**config.mk**
```make
export PLATFORM = sky130hd
export DESIGN_NAME = phase_sequencer
export DESIGN_NICKNAME = d
export VERILOG_FILES = /design/src/rtl/intersection_pkg.sv /design/src/rtl/phase_timer.sv /design/src/rtl/phase_sequencer.sv
export SDC_FILE = /design/constraint.sdc
export NUM_CORES = 1
export LEC_CHECK = 0
export ABC_AREA = 1
export BUFFER_PORTS_ARGS = -buffer_cell sky130_fd_sc_hd__buf_2
export CORE_ASPECT_RATIO = 1.2
export CORE_UTILIZATION = 46
export CTS_BUF_LIST = sky130_fd_sc_hd__clkbuf_8 sky130_fd_sc_hd__clkbuf_16
export DETAILED_ROUTE_END_ITERATION = 12
export GPL_ROUTABILITY_DRIVEN = 1
export PLACE_DENSITY_LB_ADDON = 0.15
export SLEW_MARGIN = 20
export SYNTH_ARGS = -nofsm -noshare
export SYNTH_HDL_FRONTEND = slang
export SYNTH_HIERARCHICAL = 1
export SYNTH_SLANG_ARGS = --single-unit
export TNS_END_PERCENT = 30
```
**constraint.sdc**
```tcl
create_clock -name clk -period 4.3 [get_ports clk]
set_clock_uncertainty 0.15 [all_clocks]
set_input_delay 0.43 -clock clk [delete_from_list [all_inputs] [get_ports clk]]
set_output_delay 0.43 -clock clk [all_outputs]
set_load 0.01 [all_outputs]
```
**src/rtl/intersection_pkg.sv**
```systemverilog
// Shared phase codes, direction indices and default dwell times for the intersection controller.
// Optional SENSOR_SKIP_EN in phase_sequencer uses the pair masks below to skip idle left phases.
package intersection_pkg;

    typedef enum logic [2:0] {
        NS_LEFT   = 3'd0,
        NS_GREEN  = 3'd1,
        NS_YELLOW = 3'd2,
        NS_ALLRED = 3'd3,
        EW_LEFT   = 3'd4,
        EW_GREEN  = 3'd5,
        EW_YELLOW = 3'd6,
        EW_ALLRED = 3'd7
    } phase_e;

    localparam int N = 0;
    localparam int S = 1;
    localparam int E = 2;
    localparam int W = 3;

    localparam int DEF_T_LEFT   = 4;
    localparam int DEF_T_GREEN  = 10;
    localparam int DEF_T_YELLOW = 3;
    localparam int DEF_T_ALLRED = 1;
    localparam int DEF_CNT_W    = 8;

    localparam logic [3:0] NS_PAIR = 4'((1 << N) | (1 << S));
    localparam logic [3:0] EW_PAIR = 4'((1 << E) | (1 << W));

    function automatic phase_e nominalNext(input phase_e p);
        case (p)
            NS_LEFT:   return NS_GREEN;
            NS_GREEN:  return NS_YELLOW;
            NS_YELLOW: return NS_ALLRED;
            NS_ALLRED: return EW_LEFT;
            EW_LEFT:   return EW_GREEN;
            EW_GREEN:  return EW_YELLOW;
            EW_YELLOW: return EW_ALLRED;
            default:   return NS_LEFT;
        endcase
    endfunction

    // The upper code bit selects the east-west axis.
    function automatic logic [3:0] pairMask(input phase_e p);
        return p[2] ? EW_PAIR : NS_PAIR;
    endfunction

endpackage

```
**src/rtl/phase_timer.sv**
```systemverilog
// Loadable dwell down-counter: load wins over tick, counting stops at zero and done flags zero.
module phase_timer #(
    parameter int               CNT_W   = 8,
    parameter logic [CNT_W-1:0] RST_VAL = '0
) (
    input  logic             clk,
    input  logic             resetn,
    input  logic             load,
    input  logic [CNT_W-1:0] loadVal,
    input  logic             tick,
    output logic             done
);

    logic [CNT_W-1:0] count;

    always_ff @(posedge clk or negedge resetn) begin
        if (!resetn) begin
            count <= RST_VAL;
        end else if (load) begin
            count <= loadVal;
        end else if (tick && (count != '0)) begin
            count <= count - CNT_W'(1);
        end
    end

    assign done = (count == '0);

endmodule

```
**src/rtl/phase_sequencer.sv**
```systemverilog
// Eight-phase intersection sequencer with sticky left-turn request latches and Moore lamp decode.
// Define SENSOR_SKIP_EN to jump from all-red straight to the next green when that pair has no left request.
module phase_sequencer
    import intersection_pkg::*;
#(
    parameter int T_LEFT   = DEF_T_LEFT,
    parameter int T_GREEN  = DEF_T_GREEN,
    parameter int T_YELLOW = DEF_T_YELLOW,
    parameter int T_ALLRED = DEF_T_ALLRED,
    parameter int CNT_W    = DEF_CNT_W
) (
    input  logic       clk,
    input  logic       resetn,
    input  logic       tick,
    input  logic [3:0] leftReq,
    output logic [3:0] phase,
    output logic [3:0] greenOut,
    output logic [3:0] yellowOut,
    output logic [3:0] redOut,
    output logic [3:0] leftOut
);

    // A zero dwell is stretched to one tick so every phase is visible for at least one tick.
    localparam logic [CNT_W-1:0] LD_LEFT   = CNT_W'(((T_LEFT   < 1) ? 1 : T_LEFT)   - 1);
    localparam logic [CNT_W-1:0] LD_GREEN  = CNT_W'(((T_GREEN  < 1) ? 1 : T_GREEN)  - 1);
    localparam logic [CNT_W-1:0] LD_YELLOW = CNT_W'(((T_YELLOW < 1) ? 1 : T_YELLOW) - 1);
    localparam logic [CNT_W-1:0] LD_ALLRED = CNT_W'(((T_ALLRED < 1) ? 1 : T_ALLRED) - 1);

    function automatic logic [CNT_W-1:0] loadFor(input phase_e p);
        case (p)
            NS_LEFT,   EW_LEFT:   return LD_LEFT;
            NS_GREEN,  EW_GREEN:  return LD_GREEN;
            NS_YELLOW, EW_YELLOW: return LD_YELLOW;
            default:              return LD_ALLRED;
        endcase
    endfunction

    phase_e           state;
    phase_e           nextState;
    phase_e           succ;
    logic             advance;
    logic             timerDone;
    logic             inLeft;
    logic [3:0]       servedMask;
    logic [3:0]       clearMask;
    logic [3:0]       reqLatch;
    logic [3:0]       pair;

    phase_timer #(
        .CNT_W   (CNT_W),
        .RST_VAL (LD_ALLRED)
    ) uTimer (
        .clk     (clk),
        .resetn  (resetn),
        .load    (advance),
        .loadVal (loadFor(succ)),
        .tick    (tick),
        .done    (timerDone)
    );

    always_ff @(posedge clk or negedge resetn) begin
        if (!resetn) begin
            state <= EW_ALLRED;
        end else begin
            state <= nextState;
        end
    end

    always_comb begin
        succ = nominalNext(state);
`ifdef SENSOR_SKIP_EN
        if ((state == NS_ALLRED) && ((reqLatch & EW_PAIR) == 4'b0000)) begin
            succ = EW_GREEN;
        end
        if ((state == EW_ALLRED) && ((reqLatch & NS_PAIR) == 4'b0000)) begin
            succ = NS_GREEN;
        end
`endif
        advance   = tick && timerDone;
        nextState = advance ? succ : state;
    end

    // Requests from the pair being served are dropped; leaving its left phase clears that pair, clear beating set.
    always_comb begin
        inLeft     = (state == NS_LEFT) || (state == EW_LEFT);
        servedMask = inLeft ? pairMask(state) : 4'b0000;
        clearMask  = (inLeft && advance) ? pairMask(state) : 4'b0000;
    end

    always_ff @(posedge clk or negedge resetn) begin
        if (!resetn) begin
            reqLatch <= 4'b0000;
        end else begin
            reqLatch <= (reqLatch | (leftReq & ~servedMask)) & ~clearMask;
        end
    end

    always_comb begin
        pair      = pairMask(state);
        greenOut  = 4'b0000;
        yellowOut = 4'b0000;
        redOut    = 4'b1111;
        leftOut   = 4'b0000;
        case (state)
            NS_LEFT, EW_LEFT: begin
                leftOut = pair;
            end
            NS_GREEN, EW_GREEN: begin
                greenOut = pair;
                redOut   = ~pair;
            end
            NS_YELLOW, EW_YELLOW: begin
                yellowOut = pair;
                redOut    = ~pair;
            end
            default: begin
                redOut = 4'b1111;
            end
        endcase
        phase = {1'b0, state};
    end

endmodule
```
== Yosys cells after proc, flatten, opt, wreduce, memory -nomap -nowiden ==
Cells that the tools add are included.
Word-level totals
  bits in registers: 11
  logic and storage cells: 38
  memory bits (writable): 0
  input port bits: 7
  output and inout port bits: 20
  memories kept: 0
  bits in latches: 0
  bits in read-only memories: 0
Operators by class
  magnitude comparators: 0
  equality and inequality tests: 11
  bitwise operators: 1
  shifts and indexed selects: 0
  multipliers: 0
  mux-type cells: 9
  $add $sub $neg: 1
  div/mod/pow operators: 0
  reductions and logical operators: 14
Operators by type and width (count)
  $pmux 3 s7: 1
  $mux 4: 5
  $eq 3x3->1 const B: 6
  $mux 8: 2
  $pmux 4 s3: 1
  $reduce_or 2->1: 6
  $eq 3x2->1 const B: 3
  $logic_not 8->1: 1
  $reduce_bool 8->1: 1
  $sub 8x1->8 const B: 1
  $eq 3x1->1 const B: 2
  $logic_not 3->1: 2
  $not 4->4: 1
  $reduce_or 4->1: 1
  $logic_and 1x1->1: 2
  $reduce_bool 2->1: 1

== Longest topological paths before layout ==
Gate-level depths: netlist of run 1.
  word-level depth: 6
  gate-level depth with buffers: 11
  gate-level depth less buffers: 11

== Modules after synthesis ==
The synthesis of run 1 kept the hierarchy.
Modules (own cells, without submodules)
  phase_timer: cells each 93, area each 596.8 sq um, instances 1
  phase_sequencer: cells each 53, area each 356.6 sq um, instances 1

== Least setup slack after synthesis of run 1 ==
No wires, ideal clock.
  kind: register to output
  start point: reg state[0]
  end point: out redOut[1]
  stages on the path, launching flop included: 7
  arrival time: 1.388 ns
  buffers on the path: 1
  path slack: 2.332 ns
  required time: 3.720 ns
  cells stage by stage: dfstp_2 > inv_1 > ha_1 > inv_1 > nor2_1 > nor2_1 > buf_4
Between the ends
  word-level cells in the longest chain between the ends: 3
  elaborated cells between the ends (all ways): 6
RTL lines
  from (decl): RTL line phase_sequencer.sv:38  | phase_e state;
  from (signal assigned): RTL line phase_sequencer.sv:65  | state <= nextState;
  $eq 3x3->1 (tied with other cells): RTL line phase_sequencer.sv:104  | case (state)
  $reduce_or 4->1 (no source line) (*)
  $mux 4 (*)
  to (decl): RTL line phase_sequencer.sv:19  | output logic [3:0] redOut,
Every way passes the cells marked *; elsewhere a longest branch is shown, timed or not.

== Final worst setup path of run 1 ==
  start point: reg uTimer.count[0]
  end point: reg uTimer.count[3]
Between the ends
  word-level cells in the longest chain between the ends: 3
  elaborated cells between the ends (all ways): 8
RTL lines
  from (decl): RTL line phase_timer.sv:14  | logic [CNT_W-1:0] count;
  from (signal assigned): RTL line phase_timer.sv:20  | count <= loadVal;
  from (signal assigned): RTL line phase_timer.sv:22  | count <= count - CNT_W'(1);
  $logic_not 8->1 (*): RTL line phase_timer.sv:26  | assign done = (count == '0);
  via timerDone: RTL line phase_sequencer.sv:42  | logic timerDone;
  $logic_and 1x1->1 (*): RTL line phase_sequencer.sv:79  | advance = tick && timerDone;
  via advance: RTL line phase_sequencer.sv:41  | logic advance;
  $mux 8 or $reduce_bool 2->1 (tied branches)
The timed path passes the listed nets; every way through them passes the cells marked *. The select of a mux whose other input is x is not followed.
A chain may end at the register's enable or synchronous reset.

==> run_results.csv, run 1 <==
group,metric,value,unit
final_layout,diodes,0,
final_layout,fill_cells,190,
logic_synthesis,synth_area,953.4,sq um
logic_synthesis,synth_warnings,6,
timing,timing.final.crit_share,0.5483,
drt,routed_via_density,4.790,
place,dp_cells,181,
logic_synthesis,synth_common_cells,"nand2_1, inv_1, nand3_1",
power_and_ir_drop,ir_worst_vdd,0.3942,mV
floorplan,die_h,51.87,um
run_status,status,"finished, violations left",
logic_synthesis,syn_area_per_cell,6.530,sq um
floorplan,io-pin-count,27,
critical_path,crit_type,"flip-flop to flip-flop",
place,numPortBuffers,21,
critical_path,path_max_fanout,16,
floorplan,core_area,1893,sq um
clock_network,cts_made_buffers,3,
clock_network,clk_pin_slew,0.05,ns
timing,hold_violations,0,
drt,drt_pass1_iterations,9,
floorplan,rows,17,
critical_path,cp_data_required_time,4.28,ns
logic_synthesis,synth_edf_count,0,
clock_network,cts-resized-gates,0,
clock_network,cts.path.max_buffers,2,
clock_network,clock_latency,0.24,ns
logic_synthesis,synth_ff_type,"dfrtp_1",
place,gp_congestion,0.8234,
logic_synthesis,netlist.area_leader.share,0.2100,
final_layout,nets,182,
drt,route.antenna.remaining_nets,0,
global_routing,grt_usage,0.1974,
timing,fmax,0.4241,GHz
floorplan,die_area,2259,sq um
logic_synthesis,synth_area_leaders,"dfrtp_1, nand2_1, ha_1, dfstp_2, inv_1",
power_and_ir_drop,total_power,0.8475,mW
timing,final-max-slew-violation-count,0,
timing,setup_tns,0,ns
logic_synthesis,synth_seq_cells,11,
floorplan,dieWidth,43.56,um
drt,vias,891,
global_routing,grt_first_pass_wirelength,3.187,mm
logic_synthesis,synth_seq_area_share,0.2927,
drt,wl,1.789,mm
global_routing,grt_pass1_vias,787,
timing,period_minus_slack,2.358,ns
logic_synthesis,yosysMostFrequentCell,"nand2_1",
power_and_ir_drop,power_density,781.3,nW/um^2
drt,drc,9,
logic_synthesis,async_flop_share,1.000,
timing,setup_slack,1.942,ns
place,place_ws,1.915,ns
critical_path,worstPathArrival,2.34,ns
power_and_ir_drop,power_leakage,0.6376,nW
critical_path,startpoint_type,"flip-flop",
logic_synthesis,postSynthCellCount,146,
worst_hold_path,hold_path_class,"flip-flop to flip-flop",
run,cap_viol_max_count,0,
timing,setup_violations,0,
logic_synthesis,synth_cell_types,21,
clock_network,cts_hold_buf,1,
drt,post_drt_wl_per_cell,9.618,um
critical_path,endpoint_kind,"flip-flop",
floorplan,initial_core_util,0.5036,
place,dpl.hpwl,1.392,mm
drt,drt-initial-drc-count,25,
global_routing,grt_remaining_overflow,0,
clock_network,cts_tree,"built",
run_status,violations,"DRC",
global_routing,antenna_found_initial,0,
global_routing,grt_max_degree,17,
clock_network,cts_sinks,11,
clock_network,cts_root_buf,"clkbuf_8",
clock_network,cts_setup_buffers,0,
timing,rsz0062_at_grt,"false",
final_layout,instances_no_fill,186,
final_layout,drive_gt1_frac,0.2096,
logic_synthesis,yosysTopAreaCell,"dfrtp_1",
clock_network,htreeDepth,1,
final_layout,area_growth,13.78,%
## layer usage
metal  track usage  vias up  share of wire
li1              -      476              -
met1        0.2191      384           0.43
met2        0.3333       26           0.49
met3       0.04167        5          0.050
met4        0.1302        0          0.027
met5             0        -              0
## where the power goes
part           total [mW]  switching [mW]  internal (mW)
Sequential          0.225          0.0602          0.165
Clock               0.105          0.0416         0.0629
Combinational       0.518           0.316          0.201
## stage by stage
step | area [sq um] | hold WS, ns | utilization
final | 1085 | 0.3519 | 0.5730
after detailed placement | 1030 | 0.1647 | 0.5440
after floorplan | 972.2 | -0.01559 | -
after CTS | 1085 | 0.3568 | 0.5730
after global routing | 1085 | 0.3941 | 0.5730
after global placement | 1030 | 0.1612 | 0.5440
## area by class of cell
class | instances | area, sq um | share of cell area
repair buffers | 22 | 115.1 | 0.1061
clock inverters | 1 | 3.754 | 0.003460
multi-input cells | 107 | 534.3 | 0.4925
clock buffers | 3 | 41.29 | 0.03806
flip-flops and latches | 11 | 279.0 | 0.2572
inverters | 23 | 87.58 | 0.08074
well taps | 19 | 23.77 | 0.02191
## state kept, by name, indices dropped and copies added (netlist names)
name / count
uTimer/count: 8
state: 3
## layout by cell type, fill, tap and decap left out, drive strengths merged, types with 6 or more instances in the layout
master and count:
o21ai 10, buf 21, nor2 14, conb 6, nand2 51, ha 7
nand3 14, inv 23, dfrtp 8
## cells by family after synthesis
logic type / synth area share
fa+ha+maj: 0.09186
other cells: 0.003933
xor+xnor: 0.009188
compound gates: 0.06431
flops: 0.2927
buf+inv: 0.1667
simple gates: 0.3714
## critical path: stages (launching register included)
cell and delay [ns]:
dfrtp_1 0.38, inv_1 0.17, ha_1 0.19, nand2_1 0.11, nor2_1 0.16, nand2_1 0.11, inv_1 0.35, inv_1 0.26
nand2_4 0.18, clkinv_2 0.08, nand2_1 0.06, nand2_1 0.05
## path summary, 6_finish.rpt
path / from / endpoint / slack, ns / depth (start not counted)
max: uTimer/count[0]$_DFFE_PN0P_ / uTimer/count[3]$_DFFE_PN0P_ / 1.94 / 11
max in group asynchronous: resetn / state[1]$_DFFE_PN1P_ / 3.31 / 2
max reg2reg: uTimer/count[0]$_DFFE_PN0P_ / uTimer/count[3]$_DFFE_PN0P_ / 1.94 / 11
min: state[0]$_DFFE_PN1P_ / state[0]$_DFFE_PN1P_ / 0.35 / 2
min reg2reg: state[0]$_DFFE_PN1P_ / state[0]$_DFFE_PN1P_ / 0.35 / 2
min in group asynchronous: resetn / uTimer/count[3]$_DFFE_PN0P_ / 0.43 / 2
Note: power is estimated with default switching activity, not from simulation.
==> run 2: changes to the inputs <==
- ABC_AREA: 1 -> 0
- CORE_UTILIZATION: 46 -> 45
- clock period: 4.3 -> 1.9 ns (I/O delays scaled with it)
==> run 2 against run 1 <==
Synthesized area is 8.8% lower. Sequential cell count stayed put. Largest power group unchanged. Core utilization rose by 17 points. The run ends with setup timing left. Critical path depth decreased by 2. Critical path type unchanged.
==> run_results.csv, run 2 <==
group,metric,value,unit
run_status,status,"finished, violations left",
run_status,violations,"setup timing",
timing,holdWs,0.1520,ns
power_and_ir_drop,ir_worst_vdd,0.9331,mV
final_layout,regMostFlops,"uTimer/count",
power_and_ir_drop,p_clk_frac,0.110,
global_routing,grt_usage,0.2287,
drt,post_drt_wl_per_cell,13.09,um
drt,drt_pass1_iterations,4,
final_layout,fin_area,1356,sq um
final_layout,nets,171,
drt,drt-met1-wl,981,um
final_layout,fill_cells,140,
critical_path,endpoint_kind,"flip-flop",
clock_network,cts_sinks,11,
critical_path,crit_type,"flip-flop to flip-flop",
worst_hold_path,hold_path_class,"input port to flip-flop",
timing,final-max-slew-violation-count,0,
floorplan,rows,17,
floorplan,core_area,1829,sq um
logic_synthesis,postSynthCellCount,98,
logic_synthesis,syn_area_per_cell,8.873,sq um
logic_synthesis,yosysMostFrequentCell,"buf_4",
floorplan,die_area,2113,sq um
clock_network,clock_latency,0.24,ns
global_routing,grt_pass1_vias,842,
clock_network,cts.path.max_buffers,2,
power_and_ir_drop,cell_internal_pwr,1.259,mW
logic_synthesis,synth_ff_type,"dfrtp_1",
final_layout,drive_gt1_frac,0.5962,
power_and_ir_drop,comb_power_share,0.669,
drt,highest_layer,"met4",
logic_synthesis,synth_area_leaders,"dfrtp_1, ha_1, dfstp_2, buf_4, nor2_1",
power_and_ir_drop,p_sw,0.8453,mW
logic_synthesis,synth_warnings,6,
timing,setup_tns,-1.030,ns
logic_synthesis,synth_seq_cells,11,
power_and_ir_drop,power_density,1552,nW/um^2
floorplan,io-pin-count,27,
timing,fmax,0.4779,GHz
drt,drc,0,
drt,wl_met3,91,um
drt,route.antenna.remaining_nets,0,
drt,wl_met2,1.164,mm
final_layout,instances_no_fill,175,
timing,timing.final.crit_share,1.101,
logic_synthesis,synth_seq_area_share,0.3209,
place,place_ws,-0.2354,ns
floorplan,dieWidth,42.13,um
final_layout,final_common_cell,"buf_4",
critical_path,worstPathArrival,2.09,ns
place,numPortBuffers,21,
clock_network,cts_tree,"built",
clock_network,cts_made_buffers,3,
timing,setup_violations,13,
place,dpl.hpwl,1.574,mm
logic_synthesis,synth_common_cells,"buf_4, dfrtp_1, nor2_1",
global_routing,antenna_found_initial,0,
critical_path,startpoint_type,"flip-flop",
global_routing,grt_max_degree,12,
power_and_ir_drop,pwr-share-seq,0.221,
logic_synthesis,synth_area,869.6,sq um
final_layout,largest_reg_flops,8,
logic_synthesis,netlist.area_leader.share,0.2302,
critical_path,cp_data_required_time,1.90,ns
drt,wl,2.291,mm
final_layout,layout_common_cells,"buf_4, buf_2, dfrtp_1",
drt,routed_via_density,5.240,
place,gp_congestion,0.7794,
final_layout,area_growth,55.97,%
timing,rsz0062_at_grt,"true",
global_routing,grt_remaining_overflow,0,
final_layout,diodes,0,
logic_synthesis,yosysTopAreaCell,"dfrtp_1",
logic_synthesis,synth_edf_count,0,
clock_network,cts_root_buf,"clkbuf_8",
clock_network,htreeDepth,1,
critical_path,path_max_fanout,6,
floorplan,die_h,50.16,um
timing,period_minus_slack,2.092,ns
logic_synthesis,async_flop_share,1.000,
clock_network,clk_pin_slew,0.05,ns
power_and_ir_drop,power_leakage,0.6736,nW
drt,vias,917,
place,placed_area,1159,sq um
global_routing,grt_first_pass_wirelength,3.657,mm
run,cap_viol_max_count,0,
floorplan,initial_core_util,0.4754,
place,dp_cells,158,
logic_synthesis,synth_cell_types,38,
final_layout,largestRegisters,"uTimer/count: 8 flops, state: 3 flops",
power_and_ir_drop,switching_share,0.4017,
timing,setup_slack,-0.1925,ns
timing,hold_violations,0,
drt,drt-initial-drc-count,8,
## run 2: cell types whose count changed after synthesis, moves of 3 or more
cell and delta:
nand3_1 -12, nor3_1 +3, a21oi_1 +4, nor3b_1 +3, or4_1 +3, nor2_1 -5, nand2_1 -44, inv_1 -15
and2b_2 +3, o21ai_1 -4, and2_2 +3
## run 2: kinds of logic after synthesis
family,after synthesis,share of synthesized area
AOI/OAI and AO/OA,24,0.2015
adders and majority gates,7,0.1007
buffers and inverters,18,0.1180
DFF,11,0.3209
other,1,0.004312
and+or+nand+nor,37,0.2547
## run 2: repair_timing
| action | in CTS | in global routing |
|---|---|---|
| gates resized for setup | 11 | 7 |
| setup buffers | 7 | 5 |
| endpoints found under the setup margin | 15 | 16 |
| endpoints found under the hold margin | 11 | 0 |
| pin swaps | 6 | 4 |
| hold buffers | 1 | 0 |
## run 2: worst max-delay path: stages, from the launching register on
cell,delay (ns)
dfrtp_1,0.38
inv_2,0.07
ha_4,0.16
or3b_4,0.25
nor2_4,0.04
nand2_2,0.10
clkinv_4,0.10
buf_6,0.13
or4_4,0.48
o221ai_2,0.16
## run 2: path summary, 6_finish.rpt
path | from | end | slack, ns | depth (start not counted)
worst max-delay path | uTimer/count[1]$_DFFE_PN0P_ | uTimer/count[3]$_DFFE_PN0P_ | -0.19 | 9
worst min-delay path | tick | uTimer/count[0]$_DFFE_PN0P_ | 0.15 | 3
worst max register to register | uTimer/count[1]$_DFFE_PN0P_ | uTimer/count[3]$_DFFE_PN0P_ | -0.19 | 9
worst min register to register | state[2]$_DFFE_PN1P_ | state[2]$_DFFE_PN1P_ | 0.37 | 2
max in group asynchronous | resetn | state[1]$_DFFE_PN1P_ | 1.11 | 2
min in group asynchronous | resetn | uTimer/count[0]$_DFFE_PN0P_ | 0.21 | 2
## run 2: layer usage
layer | track usage | vias up
li1 | - | 462
met1 | 0.2750 | 417
met2 | 0.3984 | 30
met3 | 0.03237 | 8
met4 | 0.1094 | 0
met5 | 0 | -
## run 2: per-stage QoR
stage	util	total power, mW
after floorplan	-	1.216
after global placement	0.6334	1.650
after detailed placement	0.6334	1.678
after CTS	0.7127	2.044
after global routing	0.7415	2.284
final	0.7415	2.105
## run 2: cell type report
| type | count | area, sq um | share of cell area |
|---|---|---|---|
| clock buffers | 3 | 41.29 | 0.03044 |
| clock inverters | 1 | 3.754 | 0.002768 |
| inverters | 7 | 36.28 | 0.02675 |
| multi-input cells | 74 | 568.0 | 0.4188 |
| flip-flops and latches | 11 | 279.0 | 0.2057 |
| well taps | 19 | 23.77 | 0.01753 |
| repair buffers | 60 | 404.1 | 0.2980 |
## run 2: power by group through the flow
stage	Clock, mW	Sequential, mW	Combinational (mW)
detailed placement	0	0.456	1.22
global placement	0	0.446	1.20
floorplan	0	0.490	0.726
CTS	0.233	0.463	1.35
finish	0.231	0.465	1.41
global route	0.249	0.480	1.56
==> run 3: changes to the inputs <==
- CORE_ASPECT_RATIO: 1.2 -> default
- CTS_CLUSTER_SIZE: default -> 10
==> run 3 against run 2 <==
The run still ends with setup timing left. Global-route usage grew 0.84 points. Worst setup slack improved by 0.032 ns. First-iteration DRC count rose to 4.3 times the previous value. Power rose by 4.1%. Hold slack better by 0.022 ns. Non-clock buffer count decreased by 6. Register-to-register slack better by 0.03 ns. Routed wire length up 12%. Core utilization grew 2.9 points. Clock power rose by 2%.
==> run_results.csv, run 3 (same netlist as run 2, synthesis figures left out) <==
group,metric,value,unit
run_status,violations,"setup timing",
final_layout,layout_common_cells,"buf_4, buf_2, dfrtp_1",
timing,holdWs,0.1744,ns
power_and_ir_drop,switching_share,0.4195,
critical_path,worstPathArrival,2.07,ns
critical_path,setup.worst_path.end,"uTimer/count[3]$_DFFE_PN0P_",
critical_path,crit_start,"uTimer/count[1]$_DFFE_PN0P_",
global_routing,grt_remaining_overflow,0,
clock_network,htreeDepth,1,
floorplan,io-pin-count,27,
place,placed_area,1151,sq um
critical_path,r2r-end,"uTimer/count[3]$_DFFE_PN0P_",
place,dpl.hpwl,1.606,mm
power_and_ir_drop,power_density,1612,nW/um^2
drt,drt_pass1_iterations,4,
critical_path,r2r_cells,9,
final_layout,nets,165,
timing,setup_violations,10,
floorplan,dieWidth,45.96,um
clock_network,cts_sinks,11,
floorplan,die_h,45.96,um
final_layout,fin_area,1359,sq um
critical_path,path_max_fanout,6,
timing,rsz0062_at_grt,"true",
final_layout,regMostFlops,"uTimer/count",
place,gp_congestion,0.7898,
critical_path,rrSetupSlack,-0.16,ns
final_layout,largest_reg_flops,8,
final_layout,largestRegisters,"uTimer/count: 8 flops, state: 3 flops",
floorplan,die_area,2112,sq um
run_status,status,"finished, violations left",
global_routing,grt_pass1_vias,783,
final_layout,fill_cells,140,
clock_network,clock_latency,0.24,ns
timing,final-max-slew-violation-count,0,
critical_path,crit_type,"flip-flop to flip-flop",
final_layout,diodes,0,
final_layout,drive_gt1_frac,0.5867,
clock_network,cts.path.max_buffers,2,
global_routing,grt_max_degree,12,
clock_network,cts_made_buffers,3,
worst_hold_path,hold_path_class,"input port to flip-flop",
power_and_ir_drop,p_sw,0.9190,mW
timing,fmax,0.4854,GHz
drt,drt-initial-drc-count,34,
global_routing,antenna_found_initial,0,
floorplan,rows,15,
timing,setup_slack,-0.1602,ns
power_and_ir_drop,cell_internal_pwr,1.271,mW
power_and_ir_drop,p_clk_frac,0.108,
final_layout,final_common_cell,"buf_4",
drt,route.antenna.remaining_nets,0,
timing,hold_violations,0,
drt,drc,0,
power_and_ir_drop,power_leakage,0.6478,nW
timing,period_minus_slack,2.060,ns
global_routing,grt_usage,0.2371,
global_routing,grt_first_pass_wirelength,3.491,mm
clock_network,cts_tree,"built",
power_and_ir_drop,pwr-share-seq,0.208,
power_and_ir_drop,comb_power_share,0.685,
place,numPortBuffers,21,
clock_network,cts_root_buf,"clkbuf_8",
floorplan,core_area,1764,sq um
drt,post_drt_wl_per_cell,14.72,um
clock_network,clk_pin_slew,0.06,ns
power_and_ir_drop,ir_worst_vdd,0.9772,mV
run,cap_viol_max_count,0,
drt,vias,940,
timing,timing.final.crit_share,1.084,
drt,wl,2.576,mm
critical_path,endpoint_kind,"flip-flop",
critical_path,startpoint_type,"flip-flop",
final_layout,area_growth,56.26,%
critical_path,r2r-start,"uTimer/count[1]$_DFFE_PN0P_",
drt,routed_via_density,5.371,
floorplan,initial_core_util,0.4929,
critical_path,cp_data_required_time,1.91,ns
## run 3: cell count changes in the layout (fill, tap and decap cells not counted), sizes merged
cell,change
buf,-6
## run 3: power by group through the flow
stage | Clock (mW) | Sequential [mW] | Combinational, mW
2_1_floorplan | 0 | 0.490 | 0.726
3_3_place_gp | 0 | 0.444 | 1.18
3_5_place_dp | 0 | 0.452 | 1.21
4_1_cts | 0.238 | 0.462 | 1.30
5_1_grt | 0.253 | 0.468 | 1.62
6_report | 0.236 | 0.455 | 1.50
## run 3: worst min path at each step
stage / start / to / slack [ns] / depth (start not counted)
final: tick / uTimer/count[0]$_DFFE_PN0P_ / 0.17 / 3
after detailed placement: resetn / uTimer/count[6]$_DFFE_PN0P_ / -0.08 / 1
after floorplan: resetn / uTimer/count[0]$_DFFE_PN0P_ / -0.26 / 0
after CTS: tick / uTimer/count[0]$_DFFE_PN0P_ / 0.16 / 3
after global routing: tick / uTimer/count[0]$_DFFE_PN0P_ / 0.20 / 3
after global placement: resetn / uTimer/count[7]$_DFFE_PN0P_ / -0.08 / 1
## run 3: timing repair
| action | CTS | global route |
|---|---|---|
| endpoints found under the hold margin | 11 | 0 |
| resized for setup | 12 | 15 |
| setup buffers | 2 | 6 |
| setup endpoints to repair | 17 | 17 |
| hold buffers | 1 | 0 |
| pin swaps | 5 | 4 |
## run 3: area by class of cell
class | instances | area (sq um) | share of cell area
multi-input combinational | 74 | 594.3 | 0.4374
clock buffer | 3 | 41.29 | 0.03039
timing repair buffer | 54 | 370.4 | 0.2726
inverter | 7 | 38.79 | 0.02855
sequential | 11 | 279.0 | 0.2053
clock inverter | 1 | 3.754 | 0.002762
tap | 25 | 31.28 | 0.02302
## run 3: critical path, cell delays in order (launching register included)
cell and delay [ns]:
dfrtp_1 0.36, inv_2 0.06, ha_4 0.15, or3b_4 0.25
nor2_4 0.04, nand2_2 0.11, clkinv_4 0.10, buf_6 0.13
or4_4 0.47, o221ai_2 0.16
## run 3: metal layers
| metal | wire length [um] | track usage |
|---|---|---|
| met2 | 1256 | 0.3831 |
| met5 | 0 | 0 |
| met4 | 14 | 0.07647 |
| met3 | 173 | 0.05952 |
| met1 | 1132 | 0.3066 |
## run 3: metrics by stage
step                  util  setup slack (ns)  instances  TNS, ns  power, mW
CTS                 0.7163           -0.1147        169  -0.8229      2.002
finish              0.7702           -0.1602        175  -0.7276      2.190
detailed placement  0.6525           -0.1623        162  -0.9626      1.663
global placement    0.6525           -0.1381        162  -0.7874      1.621
floorplan                -           -0.1329        103  -0.5663      1.216
global route        0.7702           -0.2153        175   -1.511      2.344
